<file path="config.mk">
export PLATFORM = sky130hd
export DESIGN_NAME = prog_loader
export DESIGN_NICKNAME = d
export VERILOG_FILES = /design/src/rtl/prog_loader.sv
export SDC_FILE = /design/constraint.sdc
export NUM_CORES = 1
export LEC_CHECK = 0
export ABC_CLOCK_PERIOD_IN_PS = 2900
export CAP_MARGIN = 0
export CORE_MARGIN = 1
export CORE_UTILIZATION = 51
export DETAILED_ROUTE_END_ITERATION = 8
export PLACE_DENSITY = 0.83
export SLEW_MARGIN = 20
export SYNTH_ARGS = -nofsm -noshare
export SYNTH_HDL_FRONTEND = slang
export SYNTH_SLANG_ARGS = --single-unit
</file>
<file path="constraint.sdc">
create_clock -name clk -period 2.9 [get_ports clk]
set_input_delay 0.435 -clock clk [delete_from_list [all_inputs] [get_ports clk]]
set_output_delay 0.435 -clock clk [all_outputs]
set_load 0.01 [all_outputs]
</file>
<file path="src/rtl/prog_loader.sv">
// Program loader: parses a base/length/entry header from a valid/ready word
// stream, writes N words to instruction memory, then launches the fetch unit.
// Optional checksum stage is compiled in with `define PROG_LOADER_CHECKSUM_EN.
module prog_loader #(
    parameter int width = 9
) (
    input  logic             clk,
    input  logic             rst_n,
    input  logic             in_valid,
    input  logic [width-1:0] in_data,
    output logic             in_ready,
    input  logic             abort,
    output logic             mem_we,
    output logic [width-1:0] mem_addr,
    output logic [width-1:0] mem_wdata,
    output logic             start,
    output logic [width-1:0] start_addr,
    output logic             busy,
    output logic             err
);

`ifdef PROG_LOADER_CHECKSUM_EN
    typedef enum logic [2:0] {
        IDLE, BASE, LEN, ENTRY, DATA, CHECK, LAUNCH
    } state_t;
    localparam state_t AFTER_DATA = CHECK;
`else
    typedef enum logic [2:0] {
        IDLE, BASE, LEN, ENTRY, DATA, LAUNCH
    } state_t;
    localparam state_t AFTER_DATA = LAUNCH;
`endif

    localparam logic [width-1:0] ONE = {{(width-1){1'b0}}, 1'b1};

    state_t           state_q, state_d;
    logic [width-1:0] base_q, base_d;
    logic [width-1:0] len_q, len_d;
    logic [width-1:0] entry_q, entry_d;
    logic [width-1:0] cnt_q, cnt_d;
    logic             we_q, we_d;
    logic [width-1:0] addr_q, addr_d;
    logic [width-1:0] wdata_q, wdata_d;
    logic [width-1:0] saddr_q, saddr_d;
    logic             err_q, err_d;
`ifdef PROG_LOADER_CHECKSUM_EN
    logic [width-1:0] csum_q, csum_d;
`endif
    logic             accept;

    always_ff @(posedge clk or negedge rst_n) begin
        if (!rst_n) begin
            state_q <= IDLE;
            base_q  <= '0;
            len_q   <= '0;
            entry_q <= '0;
            cnt_q   <= '0;
            we_q    <= 1'b0;
            addr_q  <= '0;
            wdata_q <= '0;
            saddr_q <= '0;
            err_q   <= 1'b0;
`ifdef PROG_LOADER_CHECKSUM_EN
            csum_q  <= '0;
`endif
        end else begin
            state_q <= state_d;
            base_q  <= base_d;
            len_q   <= len_d;
            entry_q <= entry_d;
            cnt_q   <= cnt_d;
            we_q    <= we_d;
            addr_q  <= addr_d;
            wdata_q <= wdata_d;
            saddr_q <= saddr_d;
            err_q   <= err_d;
`ifdef PROG_LOADER_CHECKSUM_EN
            csum_q  <= csum_d;
`endif
        end
    end

    always_comb begin
        in_ready = (state_q != IDLE) && (state_q != LAUNCH);
        accept   = in_valid && in_ready;
    end

    always_comb begin
        state_d = state_q;
        base_d  = base_q;
        len_d   = len_q;
        entry_d = entry_q;
        cnt_d   = cnt_q;
        we_d    = 1'b0;
        addr_d  = addr_q;
        wdata_d = wdata_q;
        saddr_d = saddr_q;
        err_d   = err_q;
`ifdef PROG_LOADER_CHECKSUM_EN
        csum_d  = csum_q;
`endif
        // Abort outranks any word presented in the same cycle.
        if (abort && (state_q != IDLE)) begin
            state_d = IDLE;
            err_d   = 1'b1;
        end else begin
            case (state_q)
                IDLE: if (in_valid) begin
                    state_d = BASE;
                    err_d   = 1'b0;
                end
                BASE: if (accept) begin
                    base_d  = in_data;
                    state_d = LEN;
                end
                LEN: if (accept) begin
                    len_d   = in_data;
                    state_d = ENTRY;
                end
                ENTRY: if (accept) begin
                    entry_d = in_data;
                    cnt_d   = '0;
`ifdef PROG_LOADER_CHECKSUM_EN
                    csum_d  = '0;
`endif
                    state_d = (len_q == '0) ? AFTER_DATA : DATA;
                end
                DATA: if (accept) begin
                    we_d    = 1'b1;
                    addr_d  = base_q + cnt_q;
                    wdata_d = in_data;
                    cnt_d   = cnt_q + ONE;
`ifdef PROG_LOADER_CHECKSUM_EN
                    csum_d  = csum_q ^ in_data;
`endif
                    if (cnt_q == len_q - ONE) state_d = AFTER_DATA;
                end
`ifdef PROG_LOADER_CHECKSUM_EN
                CHECK: if (accept) begin
                    if (in_data == csum_q) begin
                        state_d = LAUNCH;
                    end else begin
                        state_d = IDLE;
                        err_d   = 1'b1;
                    end
                end
`endif
                LAUNCH: begin
                    saddr_d = entry_q;
                    state_d = IDLE;
                end
                default: state_d = IDLE;
            endcase
        end
    end

    // start_addr shows the new entry during the pulse, then holds it in saddr_q.
    always_comb begin
        start      = (state_q == LAUNCH) && !abort;
        start_addr = start ? entry_q : saddr_q;
        busy       = (state_q != IDLE);
        err        = err_q;
        mem_we     = we_q;
        mem_addr   = addr_q;
        mem_wdata  = wdata_q;
    end

endmodule

</file>
==> results of run 1 <==
critical path, stage by stage, from the launching register on:
cell             delay (ps)
dfrtp_1                 510
nor2_1                  190
and3_1                  230
buf_12                  170
mux2_1                  340
clkdlybuf4s50_1         500
final cells by class:
type	instances	share of cell area
Sequential cell	68	0.4011
Multi-Input combinational cell	230	0.3960
Timing Repair Buffer	51	0.1180
Clock buffer	10	0.03244
Tap cell	77	0.02271
Clock inverter	5	0.02005
Inverter	11	0.009732
cells by family after synthesis:
group,count (synthesis)
XOR/XNOR,22
buffers and inverters,25
AND/OR/NAND/NOR,104
AO/OA/AOI/OAI,45
multiplexers,48
flip-flops,68
adder cells (fa/ha/maj),11
power breakdown:
part	switching [mW]	internal [mW]	total, mW
registers	0.349	1.28	1.63
logic	0.669	0.816	1.49
clock network	0.371	0.507	0.879
placed cells by master, fill, tap and decap left out, drive strengths merged, types with 10 or more instances in the layout:
master | synthesis | routed
mux2 | 46 | 46
nor2 | 13 | 13
a21oi | 13 | 13
clkdlybuf4s50 | 0 | 43
clkbuf | 9 | 10
inv | 11 | 12
nand2 | 48 | 48
o21ai | 15 | 15
ha | 10 | 10
xnor2 | 13 | 13
dfrtp | 68 | 68
registers in the layout, summed over array words and instances (netlist names):
register / flops
base_q: 9
cnt_q: 9
entry_q: 9
err: 1
len_q: 9
mem_addr: 9
mem_wdata: 9
mem_we: 1
saddr_q: 9
state_q: 3
worst max-delay path by stage:
| stage | start | endpoint | slack [ps] | cells after the start |
|---|---|---|---|---|
| after CTS | state_q[1] | start_addr[5] | 160 | 5 |
| after floorplan | abort | start_addr[0] | 680 | 6 |
| after global placement | abort | start_addr[3] | 290 | 6 |
| after detailed placement | abort | start_addr[3] | 250 | 6 |
| after global routing | state_q[1] | start_addr[5] | 60 | 5 |
| final | state_q[1] | start_addr[5] | 160 | 5 |
routing by layer:
metal / vias to the layer above / global-route usage
met4: 0 / 0.1156
met3: 19 / 0.05998
li1: 1219 / -
met1: 1240 / 0.2984
met5: - / 0
met2: 90 / 0.3799
through the flow:
stage	power (mW)	hold WS [ps]	instances	setup WS [ps]
after global routing	4.256	352.5	452	58.72
after global placement	3.018	456.4	437	288.1
after CTS	4.003	298.4	452	161.0
after floorplan	2.531	139.4	323	677.4
after detailed placement	3.091	470.5	437	252.8
final	3.990	260.4	452	163.0
==> results.md, run 1 <==
- Cell taking the most area after synthesis: dfrtp_1
- CTS resizes: 0
- Design area: 4243 um2
- RR Endpoint: state_q[0]
- I/O Buffers: 44
- Layout Skew: 8.466 ps
- Post-synthesis xor/xnor area fraction: 0.05536
- GRT Resource Usage Total: 0.2360
- WL per Instance: 16.55 um
- Worst reg2reg path depth: 8
- CTS Hold Bufs: 0
- Utilization after layout: 0.6569
- Mux contribution to synthesized area: 0.1546
- Row count: 29
- CTS buffer count: 9
- # clock sinks: 68
- CTS max path bufs: 2
- Status: finished clean
- Largest family of logic cells by synthesized area: multiplexers
- Post-Syn Area: ~3500 um2
- Crit Path Class: register to output pin
- Worst-margin pin slew: 844.3 ps
- Synth warn: 0
- Final setup fails: 0
- Via count: 2568
- Top-count cell post-synth: dfrtp_1
- R2R Setup Slk: 640 ps
- Clk Latency, worst-skew pair: between 300 and 400 ps
- CP arrival: 2300 ps
- Met2 wire length: between 3000 and 4000 um
- Seq/Total Area, Yosys: 0.4889
- Final min period: 2737 ps
- CTS tree: built
- Die width: 84.62 um
- Reg2reg start: len_q[0]
- Pwr/cell area: roughly 940 nW/um2
- Synth area leaders: dfrtp_1, mux2_2, mux2_1
- Setup crit start kind: register
- Post-Synthesis Cells: 323
- Initial Util: 0.5389
- Final Max Slew Viols: 0
- RSZ-0062 raised after global routing: false
- Placed inst area: 4020 um2
- Top-Level Pins: 45
- Via density: between 5 and 6
- Drt total wl: 7480 um
- Post-synth EDFFs: 0
- Met3 WL: 477 um
- Global route total overflow: 0
- GP Congestion: 0.8137
- Post-CTS Setup Inserts: 0
- Post-synthesis average cell area: between 10 and 15 um2
- Global-route wire length before repair: 12920 um
- Critical path required time: 2470 ps
- Number of global-route vias before repair: 2663
- Max-Cap Viols: 0
- Seq cells post-synth: 68
- ANT nets after route: 0
- Layout fillers: 490
- Ys async rst share: 1.000
- M1 wire length: 3218 um
- Initial DRC count: 140
- Nets: 395
- H-tree level count: 3
- Clock root cell: clkbuf_8
- Prevailing post-synth register cell: dfrtp_1
- Rel. slew slack: 0.4371
- Clk slew on worst S/H paths: 80 ps
- Adder-cell share of the synthesized area: 0.04170
- Max VDD drop: around 0.00055 V
- Area of the multi-input gates: roughly 1700 um2
- DIE HEIGHT: 84.62 um
- Max Freq: 365.4 MHz
- Top Metal Used: met4
- Worst Path Max Fanout: 19
- Post-Synth Simple-Gate Area: 0.1452
- Largest net degree at the start of global routing: 69
- Drt first pass iters: 4
- Synth top cells by count: dfrtp_1, nand2_1, mux2_2
- Synth Area in Compound Gates: 0.08591
- Final period utilization: 0.9438
- Antenna diodes: 0
- P&R area growth vs syn: 21.89%
- CP Capture Type: output pin
- Setup_tns: 0 ps
- Initial antenna violation count: 0
- Post-synth top area share: 0.4889
- FF/Latch Area: roughly 1700 um2
- DRC violations left: 0
- Detailed placement HPWL: roughly 5100 um
- CORE AREA: 6459 um2
- Proportion of layout cells with a drive suffix above 1: 0.1520
- HP Class: input port to async pin
- Unique masters post-synth: 48
- Hold Vio Cnt, Final: 0
- Net count after synthesis: 347
- Full die area: 7160 um2
- Static Leak: 1.974 nW
Note: power is estimated with default switching activity, not from simulation.
==> run 2: changes to the inputs <==
CELL_PAD_IN_SITES_DETAIL_PLACEMENT = 0   (was not set)
CELL_PAD_IN_SITES_GLOBAL_PLACEMENT = 1   (was not set)
CORE_UTILIZATION = 44   (was 51)
PLACE_DENSITY = 0.88   (was 0.83)
==> run 2 against run 1 <==
Clock skew up 1.5 ps. First-iteration DRC count down 1.4%. Critical path depth unchanged. Clock power down 6.3%. Global-route usage down 3.4 points. Wire length up 0.44%. Power down 1.3%. Final area up 0.74%. Die area up 16%.
==> results.md, run 2 (same netlist as run 1, synthesis figures left out) <==
- Nets: 395 (unchanged)
- GRT Resource Usage Total: 0.2016 (-0.03440)
- Full die area: 8271 um2 (+16%)
- Initial DRC count: 138 (-1.4%)
- R2R Setup Slk: 600 ps (-40 ps)
- Worst Path Max Fanout: 19 (unchanged)
- Clock root cell: clkbuf_8
- # clock sinks: 68 (unchanged)
- Max-Cap Viols: 0 (unchanged)
- Post-CTS Setup Inserts: 0 (unchanged)
- Hold_ws: 159.2 ps (-101.2 ps)
- Detailed placement HPWL: 5348 um (+5.4%)
- ANT nets after route: 0 (unchanged)
- I/O Buffers: 44 (unchanged)
- Global-route wire length before repair: 12900 um (-0.21%)
- CP top delay family: buffers and inverters
- Most frequent cells in the layout: dfrtp_1, nand2_1, clkdlybuf4s50_1
- Initial antenna violation count: 0 (unchanged)
- CP arrival: 2270 ps (-30 ps)
- RR Endpoint: state_q[0]
- CTS resizes: 0 (unchanged)
- Placed inst area: 4064 um2 (+1.1%)
- DRC violations left: 0 (unchanged)
- Number of global-route vias before repair: 2599 (-2.4%)
- GP Congestion: 0.7463 (-8.3%)
- CTS Hold Bufs: 0 (unchanged)
- Layout Skew: 9.954 ps (+1.488 ps)
- WL per Instance: 15.72 um (-5.0%)
- Worst-path cell chain: nor2_1 -> and3_1 -> buf_12 -> mux2_1 -> clkdlybuf4s50_1
- CTS buffer count: 9 (unchanged)
- Pwr/cell area: 921.7 nW/um2 (-2.0%)
- Largest net degree at the start of global routing: 36 (-48%)
- Post-Place Cells: 462 (+5.7%)
- FF/Latch Area: 1702 um2 (unchanged)
- Crit path buf inv count: 2 (unchanged)
- Setup crit start kind: register
- Static Leak: 1.971 nW (-0.15%)
- Critical path required time: 2470 ps (about the same)
- CTS tree: built
- Status: finished clean
- Fin cells: 478 (+5.8%)
- Top-Level Pins: 45 (unchanged)
- CP endpoint: start_addr[7]
- HP Class: input port to async pin
- Area of the multi-input gates: 1680 um2 (unchanged)
- Final period utilization: 0.9311 (-0.01271)
- Proportion of layout cells with a drive suffix above 1: 0.1543 (+0.002255)
- Setup crit start: state_q[1]
- Drt total wl: 7513 um (+0.44%)
- H-tree level count: 3 (unchanged)
- Reg2reg start: len_q[0]
- Final Max Slew Viols: 0 (unchanged)
- Clk slew on worst S/H paths: 80 ps (about the same)
- Crit Path Class: register to output pin
- Via count: 2542 (-1.0%)
- CORE AREA: 7687 um2 (+19%)
- Max Freq: 370.3 MHz (+1.4%)
- Row count: 32 (+10%)
- Cell count along the critical path: 5 (unchanged)
- Global route total overflow: 0 (unchanged)
- Max VDD drop: 0.0004787 V (-13%)
- Drt first pass iters: 4 (unchanged)
- Antenna diodes: 0 (unchanged)
- CP Capture Type: output pin
- Worst reg2reg path depth: 8 (unchanged)
- Design area: 4274 um2 (+0.74%)
- Final min period: 2700 ps (-36.86 ps)
- Layout fillers: 686 (+40%)
- P&R area growth vs syn: 22.79%
- Setup_tns: 0 ps (unchanged)
- Initial Util: 0.4528 (-0.08614)
- Worst-margin pin slew: 786.6 ps (-57.74 ps)
- Worst path slowest cell: dfrtp_1
- Via density: 5.318 (-6.4%)
- DIE HEIGHT: 90.95 um (+7.5%)
- Clk Latency, worst-skew pair: 350 ps (about the same)
- CTS max path bufs: 2 (unchanged)
- RSZ-0062 raised after global routing: false
- Final setup fails: 0 (unchanged)
- Rel. slew slack: 0.4756 (+0.03849)
- Hold Vio Cnt, Final: 0 (unchanged)
- Die width: 90.95 um (+7.5%)
- Leading cell type in the layout, fill and taps excluded: dfrtp_1
- Worst path max stage delay: 510 ps (about the same)
[run 2: cell count changes in the layout (fill, tap and decap cells not counted), sizes merged]
cell      previous run  this run
bufinv               2         1
clkbuf              10        11
clkinvlp             1         2
[run 2: layout make-up]
cell class	instances	share of cell area
multi-input combinational	230	0.3931
sequential	68	0.3981
clock buffer	11	0.03542
inverter	11	0.009660
tap	102	0.02986
clock inverter	5	0.01376
timing repair buffer	51	0.1200
[run 2: layer usage]
metal | vias up | wire length (um) | GRT usage
met3 | 10 | 220 | 0.03015
li1 | 1215 | - | -
met1 | 1270 | 3521 | 0.2590
met5 | - | 0 | 0
met2 | 47 | 3629 | 0.3378
met4 | 0 | 141 | 0.08995
[run 2: report_power, final]
| part | internal [mW] | leakage, nW | total, mW | switching [mW] |
|---|---|---|---|---|
| Clock | 0.446 | 0.102 | 0.824 | 0.378 |
| Sequential | 1.28 | 0.893 | 1.61 | 0.333 |
| Combinational | 0.828 | 0.977 | 1.50 | 0.677 |
| Total | 2.55 | 1.97 | 3.94 | 1.39 |
[run 2: worst min-delay path by stage]
stage,startpoint,end,slack [ps],cells past startpoint
after detailed placement,mem_wdata[0],mem_wdata[0],460,2
after global routing,rst_n,mem_we,210,1
final,rst_n,mem_we,160,1
after floorplan,rst_n,base_q[0],140,0
after global placement,mem_wdata[0],mem_wdata[0],460,2
after CTS,rst_n,mem_we,180,1
[run 2: per-stage QoR]
step           setup slack (ps)  total power [mW]  utilization
4_1_cts                   185.3             3.959       0.5560
3_5_place_dp              273.8             3.119       0.5286
6_report                  199.8             3.939       0.5560
3_3_place_gp              286.8             3.052       0.5286
5_1_grt                   67.11             4.195       0.5560
2_1_floorplan             677.4             2.531            -
==> run 3: changes to the inputs <==
ABC_AREA = 1   (was not set)
CORE_UTILIZATION = 41   (was 44)
SETUP_SLACK_MARGIN = 0.4   (was not set)
==> run 3 against run 2 <==
Final area is 0.64% higher. Cell count is 29% higher. First-iteration DRC count is 7.2% higher. Highest routed layer unchanged. Via count is 18% higher. Combinational power is 17% higher. Sequential share of layout area is 0.23 points lower. Critical path type unchanged. Global-route usage hardly changed. Worst setup slack better by 360 ps. Fmax is 15% higher. Synthesized area is 0.36% higher. Sequential power is 4% lower. Wire length is 7.3% higher.
==> results.md, run 3 <==
- RSZ-0062 raised after global routing: false
- Top-Level Pins: 45 (unchanged)
- Worst Path Max Fanout: 8 (-11)
- DIE HEIGHT: 94.31 um (+3.7%)
- Max VDD drop: 0.0004446 V (-7.1%)
- Final Max Slew Viols: 0 (unchanged)
- Global route total overflow: 0 (unchanged)
- DRC violations left: 0 (unchanged)
- Final setup fails: 0 (unchanged)
- Leading cell type in the layout, fill and taps excluded: nand2_1
- R2R Setup Slk: 900 ps (+300 ps)
- Synth area leaders: dfrtp_1, nand2_1, o21ai_0
- Layout fillers: 790 (+15%)
- RR Endpoint: mem_addr[6]
- CP arrival: 1910 ps (-360 ps)
- ANT nets after route: 0 (unchanged)
- Clk Latency, worst-skew pair: 350 ps (about the same)
- Prevailing post-synth register cell: dfrtp_1
- Synth warn: 0 (unchanged)
- Post-synthesis average cell area: 7.746 um2 (-28%)
- Net count after synthesis: 475 (+37%)
- Setup_tns: 0 ps (unchanged)
- Global-route wire length before repair: 13700 um (+6.3%)
- Clk slew on worst S/H paths: 90 ps (about the same)
- Full die area: 8893 um2 (+7.5%)
- Worst path max stage delay: 400 ps (-110 ps)
- GP Congestion: 0.8255 (+11%)
- Clock root cell: clkbuf_8
- Gate power share: 0.436 (+0.054)
- Initial antenna violation count: 0 (unchanged)
- Largest net degree at the start of global routing: 69 (+92%)
- Ys async rst share: 1.000 (unchanged)
- GRT Resource Usage Total: 0.2019 (+0.0002760)
- Drt total wl: 8058 um (+7.3%)
- WL per Instance: 13.06 um (-17%)
- Reg2reg start: cnt_q[0]
- Final period utilization: 0.8083 (-0.1228)
- Utilization after layout: 0.5235 (-0.03246)
- CORE AREA: 8217 um2 (+6.9%)
- Proportion of layout cells with a drive suffix above 1: 0.08789 (-0.06636)
- Most frequent CP cell: nand2_1
- Crit Path Class: register to output pin
- Hold Vio Cnt, Final: 0 (unchanged)
- CTS max path bufs: 2 (unchanged)
- Post-Synthesis Cells: 451 (+40%)
- H-tree level count: 3 (unchanged)
- Setup crit start kind: register
- CP Capture Type: output pin
- Final min period: 2344 ps (-356.1 ps)
- Pwr/cell area: 940.6 nW/um2 (+2.1%)
- Status: finished clean
- Number of global-route vias before repair: 2841 (+9.3%)
- Drt first pass iters: 4 (unchanged)
- I/O Buffers: 44 (unchanged)
- Antenna diodes: 0 (unchanged)
- Seq cells post-synth: 68 (unchanged)
- Seq/Total Area, Yosys: 0.4871 (-0.001751)
- Sequential share of power: 0.383 (-0.026)
- CP top delay family: buffers and inverters
- CTS Hold Bufs: 0 (unchanged)
- CTS tree: built
- Crit path buf inv count: 5 (+3)
- NetSw: 1.683 mW (+21%)
- Die width: 94.31 um (+3.7%)
- Post-synth top area share: 0.4871 (-0.001751)
- Static Leak: 2.350 nW (+19%)
- Initial DRC count: 148 (+7.2%)
- Post-synth EDFFs: 0 (unchanged)
- Critical path required time: 2470 ps (about the same)
- Detailed placement HPWL: 5792 um (+8.3%)
- Clk network pwr share: 0.181 (-0.028)
- Cell taking the most area after synthesis: dfrtp_1
- Post-Syn Area: 3493 um2 (+0.36%)
- Net Sw Frac: 0.4160 (+0.06368)
- # clock sinks: 68 (unchanged)
- CTS buffer count: 9 (unchanged)
- Top-count cell post-synth: nand2_1
- Worst-path cell chain: inv_2 -> nand2_1 -> nor2_2 -> inv_1 -> nor2_4 -> buf_6 -> buf_4 -> nand2_1 -> nand2_1 -> dlygate4sd2_1
- Synth top cells by count: nand2_1, dfrtp_1, inv_1
- Nets: 531 (+34%)
- Max-Cap Viols: 0 (unchanged)
- P_int: 2.363 mW (-7.4%)
- Worst-margin pin slew: 862.6 ps (+76.05 ps)
- Max Freq: 426.6 MHz (+15%)
- HP Class: input port to async pin
- Row count: 33 (+3.1%)
- Via count: 3001 (+18%)
- Most frequent cells in the layout: nand2_1, dfrtp_1, inv_1
- Via density: 4.864 (-8.5%)
- Initial Util: 0.4252 (-0.02764)
- Worst path slowest cell: dfrtp_1
- Unique masters post-synth: 31 (-35%)
- Rel. slew slack: 0.4249 (-0.05070)
- Layout Skew: 15.14 ps (+5.186 ps)
- Worst reg2reg path depth: 9 (+1)
- P&R area growth vs syn: 23.14%
[run 3: changes by cell type after synthesis, moves of 9 or more]
cell	before	now
inv_1	11	50
mux2_1	19	0
mux2_2	27	0
nand2_1	48	162
nand3_1	7	16
nor2_1	13	31
o21ai_0	9	47
xnor2_1	13	1
[run 3: timing repair]
action                     4_1_cts  5_1_grt
cloned                           0        0
setup endpoints to repair       10        5
gates resized for setup         10        7
hold endpoints to repair         0        0
buffers inserted                 3        2
pin swaps                        1        1
[run 3: stage by stage]
stage | area, um2 | power (mW) | worst slack (ps) | hold slack [ps] | cells
final | 4302 | 4.046 | 555.9 | 252.6 | 617
after global routing | 4302 | 4.422 | 463.4 | 350.8 | 617
after CTS | 4272 | 4.063 | 406.7 | 304.5 | 615
after detailed placement | 4054 | 3.327 | 423.7 | 454.8 | 596
after global placement | 4054 | 3.287 | 454.8 | 455.2 | 596
after floorplan | 3493 | 2.691 | 1151 | 139.4 | 451
[run 3: kinds of logic (layout without fill, tap and decap cells)]
kind of cell / after synthesis / count (layout) / synth area share
buffers and inverters: 63 / 124 / 0.06948
flip-flops: 68 / 68 / 0.4871
XOR/XNOR: 8 / 8 / 0.02006
AO/OA/AOI/OAI: 69 / 69 / 0.1049
adder cells (fa/ha/maj): 11 / 11 / 0.04155
AND/OR/NAND/NOR: 232 / 232 / 0.2769
[run 3: cell type report]
cell class | instances | area (um2) | share of cell area
Sequential cell | 68 | 1703 | 0.3959
Multi-Input combinational cell | 320 | 1559 | 0.3624
Clock inverter | 6 | 48.80 | 0.01134
Inverter | 55 | 209.0 | 0.04857
Clock buffer | 10 | 137.6 | 0.03200
Timing Repair Buffer | 53 | 513.0 | 0.1193
Tap cell | 105 | 131.4 | 0.03054
[run 3: power groups by stage]
stage                     logic, mW  clock network (mW)  registers [mW]
after detailed placement       1.76                   0            1.56
after floorplan                1.17                   0            1.52
final                          1.76               0.734            1.55
after global routing           2.03               0.796            1.60
after CTS                      1.77               0.749            1.55
after global placement         1.72                   0            1.57
[run 3: worst max-delay path by stage]
stage / start / end / slack (ps) / depth (start not counted)
global route: state_q[1] / start_addr[0] / 460 / 10
CTS: state_q[1] / start_addr[5] / 410 / 9
global placement: abort / start_addr[1] / 450 / 6
detailed placement: abort / start_addr[0] / 420 / 6
floorplan: cnt_q[0] / mem_addr[6] / 1150 / 9
finish: state_q[1] / start_addr[0] / 560 / 10
[run 3: metal layers]
layer,vias up,global-route usage,wire length [um]
met4,0,0.05513,95
met5,-,0,0
met1,1380,0.2674,3960
li1,1548,-,-
met2,61,0.3333,3730
met3,12,0.04369,271
==> RTL change 1, RTL diff (config.mk and constraints of run 1) <==
Make the reset (`rst_n`) synchronous in one clocked block.
--- a/src/rtl/prog_loader.sv
+++ b/src/rtl/prog_loader.sv
@@ -49,5 +49,5 @@
     logic             accept;
 
-    always_ff @(posedge clk or negedge rst_n) begin
+    always_ff @(posedge clk) begin
         if (!rst_n) begin
             state_q <= IDLE;
Function: differs if rst_n is asserted again (counterexample within 4 cycles, from zero or initial values and one cycle with rst_n low); with rst_n held inactive, the same outputs for 10 cycles.
==> RTL change 1 against run 1 <==
Clock skew shrank 0.89 ps. Setup slack gained 59 ps. Synthesized area shrank 5.0%. Routed wire length grew 0.74%. Largest cell class is now multi-input combinational cells. First-iteration DRC count shrank 1.4%. Sequential cell count is the same. Non-clock buffer count shrank 1. Cell area shrank 3.9%. Count of clock-buffer cells in the layout is the same. Synthesized cell count grew 9.6%. Die area shrank 4.9%. Register-to-register slack gained 80 ps.
Power is not compared: it rests on default switching activity, and its combinational part moved more than twofold at a synthesized area within 25%.
==> RTL change 1: results (changes against run 1) <==
status: finished clean
layout cells sized above 1: 8.46% (-6.7 points)
worst-margin pin slew: 601 ps (-244 ps)
Clock Skews: 7.57 ps (-0.893 ps)
Reg-to-Reg End: mem_addr[8]$_SDFFE_PN0P_
Hold WS: 463 ps (+202 ps)
Crit Path Max Fanout: 11 (-8)
Synth Flop Type: dfxtp_1
sequential area share after synthesis: 41.2% (-7.7 points)
GRT Util Overall: 24.4% (+0.77 points)
Placer Congestion: 0.820 (+0.71%)
largest net degree at the start of global routing: 58 (-16%)
adder-cell share of the synthesized area: 4.39% (+0.22 points)
WL final: 7540 um (+0.74%)
worst r2r src: cnt_q[0]$_SDFFE_PN0P_
number of instances in the placed design: 461 (+5.5%)
vias per cell: 5.53 (-2.6%)
commonest cells in the netlist: dfxtp_1, nor2b_1, nand2_1
vias in the first global route: 2,594 (-2.6%)
DP Worst Slack: 279 ps (+26.6 ps)
Syn Inst Count: 354 (+9.6%)
Yosys cell types: 49 (+2.1%)
Iter 0 DRT Violations: 138 (-1.4%)
reg-to-reg slack, setup: 720 ps (+80 ps)
worst hold path class: reg -> reg
worst path arrival time: 2240 ps (-60 ps)
Post-Synth XOR/XNOR Area: 5.56% (+0.028 points)
Final HPWL DP: 4920 um (-2.9%)
Finished Layout Cells: 477 (+5.5%)
post-synthesis mux area share: 11.2% (-4.2 points)
asr flop ratio synth: 0% (-100 points)
## RTL change 1: changes by cell type after synthesis, moves of 7 or more
cell,before,now
a21boi_0,0,12
and2_1,1,13
dfrtp_1,68,0
dfxtp_1,0,68
mux2_1,19,0
mux2_2,27,9
mux2i_1,2,27
nand2_1,48,30
nand2b_1,1,8
nor2b_1,4,31
## RTL change 1: cell type report
type / instances / area [um2]
Fill cell: 500 / 2020
Multi-Input combinational cell: 260 / 1830
Sequential cell: 68 / 1360
Timing Repair Buffer: 50 / 498
Clock inverter: 6 / 136
Clock buffer: 10 / 128
Tap cell: 75 / 93.8
Inverter: 8 / 30.0
## RTL change 1: stage by stage
stage | total power [mW] | cell area (um2) | util (%)
global route | 2.13 | 4080 | 66.9
floorplan | 1.02 | 3310 | -
CTS | 2.09 | 4080 | 66.9
finish | 2.08 | 4080 | 66.9
detailed placement | 1.07 | 3810 | 62.6
global placement | 1.06 | 3810 | 62.6
## RTL change 1: worst max-delay path: stages (launching register included)
cell,delay [ps]
dfxtp_1,560
nand2b_1,180
nor2_2,110
buf_4,200
mux2_2,360
clkdlybuf4s50_1,480
## RTL change 1: kinds of logic after synthesis
family / count (synthesis)
and+or+nand+nor: 129
DFF: 68
AOI/OAI and AO/OA: 63
muxes: 36
buffers and inverters: 26
xor gates and xnor gates: 21
adders and majority gates: 11
## RTL change 1: per-layer routing
metal / up-vias / GRT usage (%) / routed length, um
met5: - / 0 / 0
met4: 0 / 11.0 / 161
met3: 15 / 8.02 / 429
met2: 67 / 39.6 / 3520
met1: 1244 / 29.2 / 3420
li1: 1314 / - / -
## RTL change 1: worst max path at each step
stage                       startpoint                 endpoint  slack [ps]
3_5_place_dp                     abort            start_addr[0]         280
2_1_floorplan    len_q[0]$_SDFFE_PN0P_  state_q[0]$_SDFFE_PP0P_        1020
5_1_grt        state_q[2]$_SDFFE_PP0P_            start_addr[6]         110
3_3_place_gp                     abort            start_addr[8]         290
4_1_cts        state_q[2]$_SDFFE_PP0P_            start_addr[2]         220
6_report       state_q[2]$_SDFFE_PP0P_            start_addr[3]         220
## RTL change 1: where the power goes
part / leakage [nW] / internal [mW] / switching, mW
Combinational: 0.958 / 0.0500 / 0.0499
Sequential: 0.548 / 0.939 / 0.00639
Clock: 0.127 / 0.660 / 0.374
Total: 1.63 / 1.65 / 0.431
==> RTL change 2, RTL diff (settings of run 1) <==
Without the edit above. Build with the macro `PROG_LOADER_CHECKSUM_EN` defined.
--- a/src/rtl/prog_loader.sv
+++ b/src/rtl/prog_loader.sv
@@ -2,4 +2,6 @@
 // stream, writes N words to instruction memory, then launches the fetch unit.
 // Optional checksum stage is compiled in with `define PROG_LOADER_CHECKSUM_EN.
+`define PROG_LOADER_CHECKSUM_EN
+
 module prog_loader #(
     parameter int width = 9
Function: changed (Yosys sat finds a counterexample within 10 cycles, from zero or initial values and one cycle with rst_n low).
==> RTL change 2 against run 1 <==
Setup slack got worse by 72 ps. Total power fell by 0.66%. Clock power fell by 2.3%. Synthesized area rose by 15%. Routed wire length rose by 18%. Via count rose by 16%. Sequential cell count rose by 9. Cell area rose by 13%. Critical path type unchanged.
==> RTL change 2: results (changes against run 1) <==
Clk Latency, worst-skew pair: 370 ps (+20 ps)
GRT Util Overall: 22.9% (-0.71 points)
fillers: 583 (+19%)
post-synthesis mux area share: 13.2% (-2.3 points)
first-pass GRT wire length: 14,400 um (+12%)
Root Buffer: clkbuf_8
worst-margin pin slew: 947 ps (+102 ps)
htree depth: 3 (unchanged)
Crit. Startpoint: state_q[0]$_DFFE_PN0P_
period utilization: 96.9% (+2.5 points)
CTS max path bufs: 2 (unchanged)
initial antenna violation count: 0 (unchanged)
Pleak: 2.24 nW (+13%)
Num CTS Buffers: 9 (unchanged)
drt first pass iters: 6 (+2)
Int Power: 2.55 mW (-2.0%)
WL final: 8850 um (+18%)
Compound-Gate Fraction of Synth Area: 8.67% (+0.083 points)
routed via count: 2,988 (+16%)
Post-Synth XOR/XNOR Area: 7.21% (+1.7 points)
yosys warns: 0 (unchanged)
IO buf count: 44 (unchanged)
DP Worst Slack: 205 ps (-47.9 ps)
reg-to-reg slack, setup: 590 ps (-50 ps)
largest net degree at the start of global routing: 78 (+13%)
Placer Congestion: 0.855 (+5.1%)
critical path endpoint: start_addr[5]
worst path arrival time: 2370 ps (+70 ps)
Clock transition at path regs: 90 ps
asr flop ratio synth: 100% (unchanged)
Ant. Diodes: 0 (unchanged)
layout cells sized above 1: 19.5% (+4.3 points)
Yosys cell types: 48 (unchanged)
Layout Nets: 450 (+14%)
placed inst area: 4570 um2 (+14%)
Mapped Nets: 400 (+15%)
adder-cell share of the synthesized area: 3.62% (-0.55 points)
Crit Path Max Fanout: 19 (unchanged)
Synth Flop Type: dfrtp_1
Reg2Reg Depth: 8 (unchanged)
status: finished clean
top post-synthesis cells by area: dfrtp_1, mux2_2, nand2_1
worst hold path class: in -> async
maximum VDD drop: 0.000408 V (-26%)
Reg-to-Reg End: mem_addr[8]$_DFFE_PN0P_
worst r2r src: cnt_q[0]$_DFFE_PN0P_
sequential area share after synthesis: 48.0% (-0.84 points)
Clock Skews: 9.37 ps (+0.905 ps)
Final HPWL DP: 5980 um (+18%)
commonest cells in the netlist: dfrtp_1, nand2_1, mux2_2
Iter 0 DRT Violations: 186 (+33%)
[RTL change 2: routing by layer]
layer	share of wire (%)	up-vias	wire length, um	global-route usage, %
met5	0	-	0	0
met4	2.2	0	195	10.6
met3	4.7	20	416	5.98
met2	49	79	4380	37.1
met1	44	1469	3860	28.6
li1	-	1420	-	-
[RTL change 2: worst min-delay path by stage]
stage                                  start                       end  cells after the start  slack [ps]
floorplan                              rst_n     base_q[0]$_DFFE_PN0P_                      0         140
global placement    mem_wdata[0]$_DFFE_PN0P_  mem_wdata[0]$_DFFE_PN0P_                      2         460
detailed placement  mem_wdata[2]$_DFFE_PN0P_  mem_wdata[2]$_DFFE_PN0P_                      2         460
CTS                                    rst_n     base_q[6]$_DFFE_PN0P_                      1         240
global route                           rst_n     base_q[6]$_DFFE_PN0P_                      1         290
finish                                 rst_n     base_q[6]$_DFFE_PN0P_                      1         190
[RTL change 2: critical path, stage by stage (launching register included)]
cell and delay (ps):
dfrtp_1 570, nor4b_4 400, buf_12 200, mux2_2 350
clkdlybuf4s50_1 480
[RTL change 2: power by group through the flow]
stage	logic [mW]	registers, mW	clock network (mW)
floorplan	0.923	1.67	0
global placement	1.32	1.70	0
detailed placement	1.38	1.71	0
CTS	1.40	1.70	0.870
global route	1.55	1.76	0.917
finish	1.40	1.71	0.859
[RTL change 2: cell families after synthesis]
family / Yosys count
AO/OA/AOI/OAI: 58
XOR/XNOR: 33
adder cells (fa/ha/maj): 11
buffers and inverters: 26
flip-flops: 77
multiplexers: 47
AND/OR/NAND/NOR: 124
[RTL change 2: cell type report]
type / instances / area [um2] / area share (%)
multi-input cells: 273 / 1960 / 41.1
flip-flops and latches: 77 / 1930 / 40.3
repair buffers: 53 / 518 / 10.8
clock buffers: 9 / 124 / 2.59
well taps: 99 / 124 / 2.59
clock inverters: 7 / 80.1 / 1.67
inverters: 12 / 45.0 / 0.942
[RTL change 2: stage by stage]
step	power, mW	std cells	utilization [%]
after floorplan	2.59	376	-
after global placement	3.02	514	61.7
after detailed placement	3.09	514	61.7
after CTS	3.97	530	64.4
after global routing	4.23	530	64.5
final	3.96	530	64.5
[RTL change 2: what timing repair did]
action / 4_1_cts / 5_1_grt
setup buffers: 0 / 0
gates resized for setup: 0 / 2
endpoints found under the setup margin: 0 / 9
